===== config.mk =====
export PLATFORM = sky130hd
export DESIGN_NAME = if_stage_flat
export DESIGN_NICKNAME = d
export VERILOG_FILES = /design/src/rtl/if_stage_pkg.sv /design/src/rtl/if_stage_if.sv /design/src/rtl/ifid_pipe_reg.sv /design/src/rtl/if_stage.sv /design/src/flat_wrapper.sv
export SDC_FILE = /design/constraint.sdc
export NUM_CORES = 1
export LEC_CHECK = 0
export CAP_MARGIN = 20
export CELL_PAD_IN_SITES_DETAIL_PLACEMENT = 0
export CELL_PAD_IN_SITES_GLOBAL_PLACEMENT = 2
export CORE_MARGIN = 2
export CORE_UTILIZATION = 32
export DETAILED_ROUTE_END_ITERATION = 10
export PLACE_DENSITY_LB_ADDON = 0.12
export SETUP_SLACK_MARGIN = 0.02
export SYNTH_ARGS = -nofsm -noshare
export SYNTH_HDL_FRONTEND = slang
export SYNTH_SLANG_ARGS = --single-unit

===== constraint.sdc =====
create_clock -name CLK -period 4.25 [get_ports CLK]
set_input_delay 0.85 -clock CLK [delete_from_list [all_inputs] [get_ports CLK]]
set_output_delay 0.85 -clock CLK [all_outputs]
set_load 0.01 [all_outputs]

===== src/rtl/if_stage_pkg.sv =====
// Shared types and constants for the instruction-fetch stage.
package if_stage_pkg;

    localparam int INSTR_W = 32;
    localparam int PC_INC  = 4;

    typedef enum logic [1:0] {
        S_RESET,
        S_FETCH,
        S_HOLD
    } state_e;

endpackage


===== src/rtl/if_stage_if.sv =====
// Instruction-memory request/response bus between fetch stage and memory.
interface if_stage_if
    import if_stage_pkg::*;
#(
    parameter int ADDR_W = 64
);

    logic               IMem_Req;
    logic [ADDR_W-1:0]  IMem_Addr;
    logic               IMem_Ready;
    logic [INSTR_W-1:0] IMem_Data;

    modport master (
        output IMem_Req,
        output IMem_Addr,
        input  IMem_Ready,
        input  IMem_Data
    );

    modport slave (
        input  IMem_Req,
        input  IMem_Addr,
        output IMem_Ready,
        output IMem_Data
    );

endinterface


===== src/rtl/ifid_pipe_reg.sv =====
// IF/ID pipeline register: flush beats write-enable, sync active-low reset.
module ifid_pipe_reg
    import if_stage_pkg::*;
#(
    parameter int ADDR_W = 64
) (
    input  logic               clk,
    input  logic               rst_n,
    input  logic               we,
    input  logic               flush,
    input  logic [ADDR_W-1:0]  pc_i,
    input  logic [INSTR_W-1:0] instr_i,
    output logic [ADDR_W-1:0]  pc_o,
    output logic [INSTR_W-1:0] instr_o,
    output logic               valid_o
);

    logic [ADDR_W-1:0]  pc_q, pc_d;
    logic [INSTR_W-1:0] instr_q, instr_d;
    logic               valid_q, valid_d;

    // A flush keeps the old PC and only kills instruction and valid.
    always_comb begin
        pc_d    = pc_q;
        instr_d = instr_q;
        valid_d = valid_q;
        if (flush) begin
            instr_d = '0;
            valid_d = 1'b0;
        end else if (we) begin
            pc_d    = pc_i;
            instr_d = instr_i;
            valid_d = 1'b1;
        end
    end

    always_ff @(posedge clk) begin
        if (!rst_n) begin
            pc_q    <= '0;
            instr_q <= '0;
            valid_q <= 1'b0;
        end else begin
            pc_q    <= pc_d;
            instr_q <= instr_d;
            valid_q <= valid_d;
        end
    end

    assign pc_o    = pc_q;
    assign instr_o = instr_q;
    assign valid_o = valid_q;

endmodule


===== src/rtl/if_stage.sv =====
// Fetch stage: PC sequencing, memory handshake, stall hold buffer, redirects.
module if_stage
    import if_stage_pkg::*;
#(
    parameter int                ADDR_W   = 64,
    parameter logic [ADDR_W-1:0] RESET_PC = '0
) (
    input  logic               CLK,
    input  logic               Reset_L,
    input  logic               PC_WriteEn,
    input  logic               IFID_WriteEn,
    input  logic               Branch_Taken,
    input  logic [ADDR_W-1:0]  Branch_Target,
    if_stage_if.master         imem,
    output logic [ADDR_W-1:0]  IFID_PC,
    output logic [INSTR_W-1:0] IFID_Instr,
    output logic               IFID_Valid
);

    state_e             state_q, state_d;
    logic [ADDR_W-1:0]  pc_q, pc_d;
    logic [ADDR_W-1:0]  hold_pc_q, hold_pc_d;
    logic [INSTR_W-1:0] hold_instr_q, hold_instr_d;
    logic [ADDR_W-1:0]  tgt_q, tgt_d;
    logic               pend_q, pend_d;

    logic               stall;
    logic [ADDR_W-1:0]  br_tgt;
    logic [ADDR_W-1:0]  pc_inc;
    logic               ifid_we;
    logic               ifid_flush;
    logic [ADDR_W-1:0]  ifid_pc_d;
    logic [INSTR_W-1:0] ifid_instr_d;

    assign stall  = !PC_WriteEn || !IFID_WriteEn;
    assign br_tgt = Branch_Target & {{(ADDR_W-2){1'b1}}, 2'b00};
    assign pc_inc = pc_q + ADDR_W'(PC_INC);

    assign imem.IMem_Req  = (state_q == S_FETCH);
    assign imem.IMem_Addr = pc_q;

    always_comb begin
        state_d      = state_q;
        pc_d         = pc_q;
        hold_pc_d    = hold_pc_q;
        hold_instr_d = hold_instr_q;
        tgt_d        = tgt_q;
        pend_d       = pend_q;
        ifid_we      = 1'b0;
        ifid_flush   = Branch_Taken;
        ifid_pc_d    = pc_q;
        ifid_instr_d = imem.IMem_Data;
        unique case (state_q)
            S_RESET: begin
                state_d = S_FETCH;
                pc_d    = RESET_PC;
            end
            S_FETCH: begin
                if (Branch_Taken) begin
                    // Without a response the address must stay put, so defer.
                    if (imem.IMem_Ready) begin
                        pc_d   = br_tgt;
                        pend_d = 1'b0;
                    end else begin
                        pend_d = 1'b1;
                        tgt_d  = br_tgt;
                    end
                end else if (imem.IMem_Ready) begin
                    if (pend_q) begin
                        pc_d       = tgt_q;
                        pend_d     = 1'b0;
                        ifid_flush = !stall;
                    end else if (stall) begin
                        hold_pc_d    = pc_q;
                        hold_instr_d = imem.IMem_Data;
                        state_d      = S_HOLD;
                    end else begin
                        ifid_we = 1'b1;
                        pc_d    = pc_inc;
                    end
                end else begin
                    ifid_flush = !stall;
                end
            end
            S_HOLD: begin
                if (Branch_Taken) begin
                    pc_d    = br_tgt;
                    state_d = S_FETCH;
                end else if (!stall) begin
                    ifid_we      = 1'b1;
                    ifid_pc_d    = hold_pc_q;
                    ifid_instr_d = hold_instr_q;
                    pc_d         = pc_inc;
                    state_d      = S_FETCH;
                end
            end
            default: state_d = S_RESET;
        endcase
    end

    always_ff @(posedge CLK) begin
        if (!Reset_L) begin
            state_q      <= S_RESET;
            pc_q         <= RESET_PC;
            hold_pc_q    <= '0;
            hold_instr_q <= '0;
            tgt_q        <= '0;
            pend_q       <= 1'b0;
        end else begin
            state_q      <= state_d;
            pc_q         <= pc_d;
            hold_pc_q    <= hold_pc_d;
            hold_instr_q <= hold_instr_d;
            tgt_q        <= tgt_d;
            pend_q       <= pend_d;
        end
    end

    ifid_pipe_reg #(
        .ADDR_W (ADDR_W)
    ) u_ifid (
        .clk     (CLK),
        .rst_n   (Reset_L),
        .we      (ifid_we),
        .flush   (ifid_flush),
        .pc_i    (ifid_pc_d),
        .instr_i (ifid_instr_d),
        .pc_o    (IFID_PC),
        .instr_o (IFID_Instr),
        .valid_o (IFID_Valid)
    );

endmodule


===== src/flat_wrapper.sv =====
// flat-port wrapper written by rule: the top's interface ports become plain ports
module if_stage_flat import if_stage_pkg::*;
#(
    parameter int                ADDR_W   = 64,
    parameter logic [ADDR_W-1:0] RESET_PC = '0
)
  (CLK, Reset_L, PC_WriteEn, IFID_WriteEn, Branch_Taken, Branch_Target, IFID_PC, IFID_Instr, IFID_Valid, imem_IMem_Req, imem_IMem_Addr, imem_IMem_Ready, imem_IMem_Data);
  if_stage_if #(.ADDR_W(ADDR_W)) imem_i ();
  input  logic CLK;
  input  logic Reset_L;
  input  logic PC_WriteEn;
  input  logic IFID_WriteEn;
  input  logic Branch_Taken;
  input  logic [ADDR_W-1:0] Branch_Target;
  output logic [ADDR_W-1:0] IFID_PC;
  output logic [INSTR_W-1:0] IFID_Instr;
  output logic IFID_Valid;
  output wire logic [$bits(imem_i.IMem_Req)-1:0] imem_IMem_Req;
  output wire logic [$bits(imem_i.IMem_Addr)-1:0] imem_IMem_Addr;
  input wire logic [$bits(imem_i.IMem_Ready)-1:0] imem_IMem_Ready;
  input wire logic [$bits(imem_i.IMem_Data)-1:0] imem_IMem_Data;
  assign imem_IMem_Req = imem_i.IMem_Req;
  assign imem_IMem_Addr = imem_i.IMem_Addr;
  assign imem_i.IMem_Ready = imem_IMem_Ready;
  assign imem_i.IMem_Data = imem_IMem_Data;
  if_stage #(.ADDR_W(ADDR_W), .RESET_PC(RESET_PC)) u_core (.CLK(CLK), .Reset_L(Reset_L), .PC_WriteEn(PC_WriteEn), .IFID_WriteEn(IFID_WriteEn), .Branch_Taken(Branch_Taken), .Branch_Target(Branch_Target), .imem(imem_i), .IFID_PC(IFID_PC), .IFID_Instr(IFID_Instr), .IFID_Valid(IFID_Valid));
endmodule

; After elaboration in Yosys (flattened, before gate mapping)
; Cells that the tools add are included.
; W data, S select, Z words.
[word_totals]
out_inout_bits = 162
register_bits = 322
inputBits = 102
[op_classes]
bitwise = 5
add_sub_neg = 1
reduce_logical = 14
n_mux = 33
n_eq_ne = 7
[op_table]
columns = operator, n
row1 = $mux W64, 9
row2 = $pmux W64 S3, 1
row3 = $mux W32, 3
row4 = $add A64 B3 Y64 const B, 1
row5 = $mux W1, 12
row6 = $mux W2, 6
row7 = $pmux W2 S3, 1
row8 = $reduce_and A2 Y1, 3
row9 = $not A1 Y1, 5
row10 = $reduce_and A5 Y1, 1
row11 = $ne A2 B1 Y1 const B, 2
row12 = $ne A2 B2 Y1 const B, 2
row13 = $reduce_and A4 Y1, 1
row14 = $logic_not A1 Y1, 3
row15 = $ne A3 B3 Y1 const B, 1
row16 = $reduce_and A3 Y1, 1
row17 = $reduce_bool A3 Y1, 1
row18 = $eq A2 B1 Y1 const B, 1
row19 = $eq A2 B2 Y1 const B, 1
row20 = $logic_not A2 Y1, 1
row21 = $pmux W1 S2, 1
row22 = $reduce_bool A2 Y1, 1
row23 = $reduce_or A2 Y1, 1
row24 = $logic_or A1 B1 Y1, 1

; Longest topological paths before layout
; Gate-level depths: netlist of the first run.
[depth]
depth_word = 9
depth_mapped = 11

; Cells and area by module
; A second synthesis of the first run with hierarchy kept.
[unflattened]
hier_cells = 1907
hier_area_um2 = 15416.0
[modules_own_cells]
columns = mod, cells_each, instances, area_per_inst_um2, seq_area_each_um2
row1 = if_stage, 1521, 1, 11643.7, 4464.3
row2 = ifid_pipe_reg, 386, 1, 3772.4, 1941.9

; Worst setup path before layout of the first run
; No wires, ideal clock.
[synth_timing]
kind = input to register
startpoint = input port PC_WriteEn
endpoint = register u_core.pc_q[62] (netlist: u_core.imem.IMem_Addr[62])
stages = 6
required_ns = 4.164
slack_ns = 1.461
setup_ns = 0.086
arrival_time_ns = 2.704
n_path_buf = 1
path_cell_list = nand3_1 > or3_1 > clkbuf_1 > or4_1 > o41a_1 > a211oi_1
[synth_via]
elab_chain_len = 7
[synth_lines]
columns = element, line
row1 = "start, declared", flat_wrapper.sv:11  ; input logic PC_WriteEn;
row2 = $logic_not A1 Y1 (*), if_stage.sv:35  ; assign stall = !PC_WriteEn || !IFID_WriteEn;
row3 = $logic_or A1 B1 Y1 (*), if_stage.sv:35
row4 = $mux W64 (*), n/a
row5 = $mux W64 (3 in series), n/a
row6 = $pmux W64 S3 (*), n/a
row7 = "end signal, assigned", if_stage.sv:111  ; pc_q <= pc_d;
row8 = "end, declared", if_stage.sv:21  ; logic [ADDR_W-1:0] pc_q, pc_d;
; Mark *: on every way between the ends. The rest lies on a longest branch, timed or not. The select of a mux whose other input is x is not followed.
; A chain may end at the register's enable or synchronous reset.

; Final worst setup path of the first run
[layout_timing]
startpoint = input port PC_WriteEn
endpoint = register u_core.pc_q[54] (netlist: u_core.imem.IMem_Addr[54])
; The elaborated chain is that of the path after synthesis.

==> qor_table.md, run 1 <==
| Result | This run |
|:---|:---|
| Run status | finished clean |
| Capturing element type of the critical path | flip-flop |
| Tcrit/Tclk final | 0.7314 |
| Peak supply drop | 0.3040 mV |
| Netlist area before placement | 14880 um^2 |
| Portion of synthesized cell area occupied by the leading cell type | 0.4307 |
| Average cell area after synthesis | 7.543 um^2 |
| Net total in the final layout | 2238 |
| Die Height | 219.6 um |
| Proportion of layout cells with a drive suffix above 1 | 0.05836 |
| Required time reported for the critical path endpoint | 4.67 ns |
| Drt initial violations | 922 |
| Yosys top cell by area | sky130_fd_sc_hd__dfxtp_1 |
| Initial antenna violation count | 9 |
| Static Leak | 0.006163 uW |
| Post-detailed-route via-to-cell ratio | 5.406 |
| CTS hold repair buffers | 0 |
| Largest net degree at the start of global routing | 127 |
| Count of cells resized by post-cts repair | 0 |
| Sequential cell area | 6406 um^2 |
| Share of the core filled with cells in the final layout | 0.4170 |
| Most common flop cell mapped by yosys | sky130_fd_sc_hd__dfxtp_1 |
| Number of failing setup endpoints in the final timing report | 0 |
| Power density over the cells | 372.5 nW/um^2 |
| Initial core utilization | 0.3216 |
| Number of design rule violations left after detail routing | 0 |
| Number of failing hold endpoints at the final stage | 0 |
| Measured slew at the worst slew-check pin | 0.9230 ns |
| Sequential area share after synthesis | 0.4307 |
| Final Critical Period | 3.108 ns |
| Half-perimeter wire length of the detailed placement result | 35800 um |
| Combined area of the multi-input logic cells | 7721 um^2 |
| Accumulated negative setup slack | 0 ns |
| Row cnt | 79 |
| Depth of the worst hold-timing path | 2 |
| Number of global-route vias before repair | 13910 |
| Clock tree from TritonCTS | yes |
| Layout area overhead | 29.68% |
| Global routing usage summed across all routing layers | 0.2283 |
| Crit Path Class | input port to flip-flop |
| Commonest cells in the synthesized netlist | 499 x sky130_fd_sc_hd__nand2_1, 320 x sky130_fd_sc_hd__dfxtp_1, 249 x sky130_fd_sc_hd__a21oi_1, 151 x sky130_fd_sc_hd__nor2_1, 150 x sky130_fd_sc_hd__clkbuf_1 |
| Overall power after layout | 7186 uW |
| Final RePlAce weighted congestion | 0.8046 |
| Post-Route Hold Slack | 0.4518 ns |
| Total wirelength of the detailed-routed design | 56220 um |
| Floorplan die width | 219.6 um |
| Number of nets still failing antenna checks after routing | 0 |
| IO Port Bufs | 259 |
| Setup repair after global routing missed its margin | false |
| Placed cell area | 18010 um^2 |
| Startpoint type of the worst setup path | input port |
| Arrival time of data at the critical path endpoint | 3.53 ns |
| Core area | 46260 um^2 |
| Clock buffers created by TritonCTS | 39 |
| Synthesis Warnings | 0 |
| Number of cells produced by synthesis | 1972 |
| Number of optimization iterations in the first detailed-route pass | 5 |
| Buffer depth of the longest clock path | 3 |
| Slew HR | 0.3847 |
| Largest cells by area after synthesis | sky130_fd_sc_hd__dfxtp_1 43%, sky130_fd_sc_hd__nand2_1 13%, sky130_fd_sc_hd__a21oi_1 8.4%, sky130_fd_sc_hd__a311oi_1 3.8%, sky130_fd_sc_hd__nor2_1 3.8% |
| I/O pin total | 264 |
| Number of levels in the clock H-tree | 2 |
| Max_cap viols | 0 |
| Post-CTS setup repair buffer count | 0 |
| Filler cell count in the final layout | 4753 |
| Number of slew-limit violations in the final report | 0 |
| Post-synthesis sequential element count | 320 |
| Post-synth cell types | 72 |
| Non-Filler Cell Area, Final | 19290 um^2 |
| Clock latency of the later-clocked register in the worst-skew pair | 0.56 ns |
| Clk_skew | 0.01276 ns |
| Worst Reg-to-Reg Cells | 6 |
| Clock transition at the registers of the reported paths | 0.06 ns |
| Number of enable flip-flop cells after synthesis | 0 |
| Max Clk Rate | 321.7 MHz |
| Buffer cell driving the clock tree root | sky130_fd_sc_hd__clkbuf_16 |
| Worst-path fanout max | 6 |
| Final routed wire length divided by cell count | 20.30 um |
| GRT overflow | 0 |
| Total Die Area | 48230 um^2 |
| Hold WC Path Type | flip-flop to flip-flop |
| TritonCTS sink count | 320 |
| Wire length of the first global-routing pass | 85220 um |
| Via count of the routed design | 14970 |
| Fraction of registers with async set/reset | 0 |
| Most used standard cell by instance count after synthesis | sky130_fd_sc_hd__nand2_1 |
final timing paths:
path	from	to	slack (ns)
worst max-delay path	PC_WriteEn	u_core.imem.IMem_Addr[54]	1.14
worst min-delay path	u_core.hold_instr_q[7]	u_core.hold_instr_q[7]	0.45
worst max register to register	u_core.imem.IMem_Addr[3]	u_core.imem.IMem_Addr[54]	1.23
worst min register to register	u_core.hold_instr_q[7]	u_core.hold_instr_q[7]	0.45
cell type report:
cell class,count,share of cell area
inverter,24,0.005059
sequential,320,0.3321
antenna,3,0.0003892
clock inverter,8,0.004670
tap,607,0.03937
clock buffer,61,0.06123
multi-input combinational,1445,0.4002
timing repair buffer,301,0.1570
layer usage:
layer  track usage  vias to the layer above  share of wire
met2        0.3677                      368           0.46
met3       0.05604                       75          0.066
met1        0.3069                     7153           0.46
li1              -                     7362              -
met4       0.05436                       12          0.019
met5             0                        -         0.0013
where the power goes:
group / internal [uW] / switching, uW / total [uW]
clock network: 2020 / 1360 / 3390
registers: 3060 / 60.3 / 3120
logic: 263 / 421 / 684
layout by cell type, fill, tap and decap left out, types with 7 or more instances in the layout:
master                            instances
sky130_fd_sc_hd__o21ai_0                 26
sky130_fd_sc_hd__clkbuf_1                12
sky130_fd_sc_hd__or3_1                   10
sky130_fd_sc_hd__o22ai_1                 50
sky130_fd_sc_hd__and3_1                  13
sky130_fd_sc_hd__buf_4                   32
sky130_fd_sc_hd__clkbuf_8                 8
sky130_fd_sc_hd__inv_1                   22
sky130_fd_sc_hd__o211ai_1                16
sky130_fd_sc_hd__clkdlybuf4s50_1        258
sky130_fd_sc_hd__a211oi_1                34
sky130_fd_sc_hd__o2bb2ai_1               11
sky130_fd_sc_hd__nor3_1                  31
sky130_fd_sc_hd__nor2_1                 148
sky130_fd_sc_hd__or4_1                   10
sky130_fd_sc_hd__dfxtp_1                320
sky130_fd_sc_hd__a21oi_1                249
sky130_fd_sc_hd__nand3_1                 53
sky130_fd_sc_hd__a22o_1                   7
sky130_fd_sc_hd__nand2_1                498
sky130_fd_sc_hd__mux2i_1                 30
sky130_fd_sc_hd__a311oi_1                65
sky130_fd_sc_hd__buf_12                  10
sky130_fd_sc_hd__o221ai_1                16
sky130_fd_sc_hd__nand4_1                 24
sky130_fd_sc_hd__nor4_1                  23
sky130_fd_sc_hd__clkbuf_16               41
worst max-delay path, cell delays in order:
cell and delay [ns]:
sky130_fd_sc_hd__clkdlybuf4s50_1 0.51, sky130_fd_sc_hd__nand3_1 0.23, sky130_fd_sc_hd__or3_1 0.47, sky130_fd_sc_hd__or4_1 0.78, sky130_fd_sc_hd__nor2_1 0.50, sky130_fd_sc_hd__o211ai_1 0.18
state kept, by name, summed over array words and instances (netlist names):
signal / flops
u_core.hold_pc_q: 64
u_core.u_ifid.pc_o: 64
u_core.imem.IMem_Addr: 62
u_core.tgt_q: 62
u_core.hold_instr_q: 32
u_core.u_ifid.instr_o: 32
u_core.state_q: 2
u_core.pend_q: 1
u_core.u_ifid.valid_o: 1
kinds of logic after synthesis:
| group | share of synthesized area |
|---|---|
| AOI/OAI and AO/OA | 0.2373 |
| xor gates and xnor gates | 0.002355 |
| adders and majority gates | 0.004206 |
| buffers and inverters | 0.05433 |
| DFF | 0.4306 |
| muxes | 0.02094 |
| other | 0.0002521 |
| and+or+nand+nor | 0.2500 |
per-stage QoR:
step / cells / setup slack (ns)
after floorplan: 1973 / 1.461
after global placement: 2697 / 0.6257
after detailed placement: 2697 / 0.5583
after CTS: 2766 / 1.146
after global routing: 2767 / 1.046
final: 2769 / 1.142
Note: power is estimated with default switching activity, not from simulation.
==> run 2, diff against run 1 <==
--- a/config.mk
+++ b/config.mk
@@ -9,7 +9,7 @@
 export CELL_PAD_IN_SITES_DETAIL_PLACEMENT = 0
 export CELL_PAD_IN_SITES_GLOBAL_PLACEMENT = 2
 export CORE_MARGIN = 2
-export CORE_UTILIZATION = 32
+export CORE_UTILIZATION = 27
 export DETAILED_ROUTE_END_ITERATION = 10
 export PLACE_DENSITY_LB_ADDON = 0.12
 export SETUP_SLACK_MARGIN = 0.02
==> constraint.sdc (replaced) <==
create_clock -name CLK -period 2.7 [get_ports CLK]
set_input_delay 0.54 -clock CLK [delete_from_list [all_inputs] [get_ports CLK]]
set_output_delay 0.54 -clock CLK [all_outputs]
set_load 0.01 [all_outputs]
==> run 2 against run 1 <==
Against the previous run:
- total power rose by 71%
- critical path type is now flip-flop to output port
- via count rose by 3.2%
- critical path depth fell by 3
==> qor_table.md, run 2 (same netlist as run 1, synthesis figures left out) <==
| Result | This run |
|:---|:---|
| Run status | finished clean |
| Number of failing hold endpoints at the final stage | 0 |
| Share of power burned in combinational logic | 0.099 |
| Peak supply drop | 0.3870 mV |
| Initial antenna violation count | 9 |
| Number of levels in the clock H-tree | 2 |
| Initial core utilization | 0.2716 |
| Worst path setup slack after routing | 0.1820 ns |
| Wire length of the first global-routing pass | 89920 um |
| Floorplan die width | 238.7 um |
| Number of global-route vias before repair | 14560 |
| Post-CTS setup repair buffer count | 0 |
| Reg power frac | 0.398 |
| Post-detailed-route via-to-cell ratio | 5.154 |
| Post-Layout Cell Count | 2996 |
| Buffer cell driving the clock tree root | sky130_fd_sc_hd__clkbuf_16 |
| Total wirelength of the detailed-routed design | 59630 um |
| Drt initial violations | 865 |
| Static Leak | 0.006962 uW |
| Top cell family by delay on the critical path | buffers and inverters |
| Max Clk Rate | 397.1 MHz |
| Clock transition at the registers of the reported paths | 0.06 ns |
| Arrival time of data at the critical path endpoint | 1.98 ns |
| Cells along the critical path | inv_1 > ha_1 > clkdlybuf4s50_1 |
| Via count of the routed design | 15440 |
| Filler cell count in the final layout | 5658 |
| Half-perimeter wire length of the detailed placement result | 40920 um |
| Tcrit/Tclk final | 0.9326 |
| Layout area overhead | 39.46% |
| Max_cap viols | 0 |
| Required time reported for the critical path endpoint | 2.16 ns |
| Number of optimization iterations in the first detailed-route pass | 8 |
| Leading cell type in the layout, fill and taps excluded | sky130_fd_sc_hd__nand2_1 |
| Number of slew-limit violations in the final report | 0 |
| IO Port Bufs | 259 |
| Worst slack after detailed placement | -0.2448 ns |
| Final Critical Period | 2.518 ns |
| Clk network pwr share | 0.504 |
| Number of failing setup endpoints in the final timing report | 0 |
| Cell total after placement | 2919 |
| Hold WC Path Type | flip-flop to flip-flop |
| Total Die Area | 56990 um^2 |
| Row cnt | 86 |
| Proportion of layout cells with a drive suffix above 1 | 0.1166 |
| Crit Path Class | flip-flop to output port |
| Number of nets still failing antenna checks after routing | 0 |
| Power density over the cells | 590.9 nW/um^2 |
| Clock latency of the later-clocked register in the worst-skew pair | 0.57 ns |
| Highest-delay cell along the critical path | sky130_fd_sc_hd__clkdlybuf4s50_1 |
| Clock tree from TritonCTS | yes |
| Capturing element type of the critical path | output port |
| Placed cell area | 19230 um^2 |
| Net switching power of the design | 3093 uW |
| Crit path largest cell delay | 0.65 ns |
| Die Height | 238.7 um |
| Slew HR | 0.4708 |
| Total internal power | 9166 uW |
| Clock buffers created by TritonCTS | 42 |
| I/O pin total | 264 |
| Buffer depth of the longest clock path | 3 |
| Final RePlAce weighted congestion | 0.8315 |
| Number of design rule violations left after detail routing | 0 |
| TritonCTS sink count | 320 |
| Startpoint type of the worst setup path | flip-flop |
| Net switching fraction of the power | 0.2523 |
| Core area | 54770 um^2 |
| Overall power after layout | 12260 uW |
| Global routing usage summed across all routing layers | 0.2037 |
| Non-Filler Cell Area, Final | 20750 um^2 |
| Measured slew at the worst slew-check pin | 0.7931 ns |
| GRT overflow | 0 |
| CTS hold repair buffers | 0 |
| Clk_skew | 0.01657 ns |
| Final routed wire length divided by cell count | 19.90 um |
| Net total in the final layout | 2366 |
| Largest net degree at the start of global routing | 91 |
| Setup repair after global routing missed its margin | false |
| Most frequent cells in the layout | 498 x sky130_fd_sc_hd__nand2_1, 320 x sky130_fd_sc_hd__dfxtp_1, 258 x sky130_fd_sc_hd__clkdlybuf4s50_1 |
| Count of cells resized by post-cts repair | 0 |
| Worst-path fanout max | 8 |
| Number of buffers and inverters on the critical path | 2 |
==> run 2: routing by layer <==
layer,wire length (um),GRT usage,vias up
li1,-,-,7597
met1,26830,0.2671,7346
met2,27660,0.3295,387
met3,3572,0.04792,98
met5,80,0,-
met4,1483,0.06572,14
==> run 2: worst paths after layout <==
check	from	to	slack [ns]	depth (start not counted)
setup / recovery	u_core.state_q[1]	imem_IMem_Req	0.18	3
hold / removal	u_core.hold_instr_q[13]	u_core.hold_instr_q[13]	0.45	2
setup reg to reg	u_core.imem.IMem_Addr[19]	u_core.imem.IMem_Addr[55]	0.21	5
hold reg to reg	u_core.hold_instr_q[13]	u_core.hold_instr_q[13]	0.45	2
==> run 2: power by group through the flow <==
| stage | registers [uW] | clock network [uW] | logic [uW] |
|---|---|---|---|
| 6_report | 4870 | 6170 | 1210 |
| 5_1_grt | 4880 | 6540 | 1320 |
| 2_1_floorplan | 4980 | 0 | 572 |
| 3_3_place_gp | 4970 | 0 | 1210 |
| 4_1_cts | 4870 | 6360 | 1230 |
| 3_5_place_dp | 4980 | 0 | 1220 |
==> run 2: per-stage QoR <==
step | setup TNS [ns] | hold slack (ns) | utilization
after floorplan | 0 | 0.4357 | -
after global placement | -2.538 | 0.4408 | 0.3510
after detailed placement | -3.183 | 0.4476 | 0.3510
after CTS | 0 | 0.4500 | 0.3787
after global routing | 0 | 0.4681 | 0.3788
final | 0 | 0.4515 | 0.3788
==> run 2: worst register-to-register path: stages (launching register included) <==
cell and delay (ns):
sky130_fd_sc_hd__dfxtp_1 0.42, sky130_fd_sc_hd__nand4_2 0.14, sky130_fd_sc_hd__or4_1 0.60, sky130_fd_sc_hd__or4_4 0.67
sky130_fd_sc_hd__or4_1 0.51, sky130_fd_sc_hd__nand3_1 0.09
==> run 2: cell type report <==
cell class / count / area [um^2] / share of cell area
inverter: 24 / 97.59 / 0.004704
multi-input combinational: 1445 / 7725 / 0.3724
antenna: 2 / 5.005 / 0.0002412
tap: 704 / 880.8 / 0.04246
clock inverter: 20 / 291.5 / 0.01405
clock buffer: 55 / 1224 / 0.05898
timing repair buffer: 426 / 4116 / 0.1984
sequential: 320 / 6406 / 0.3088
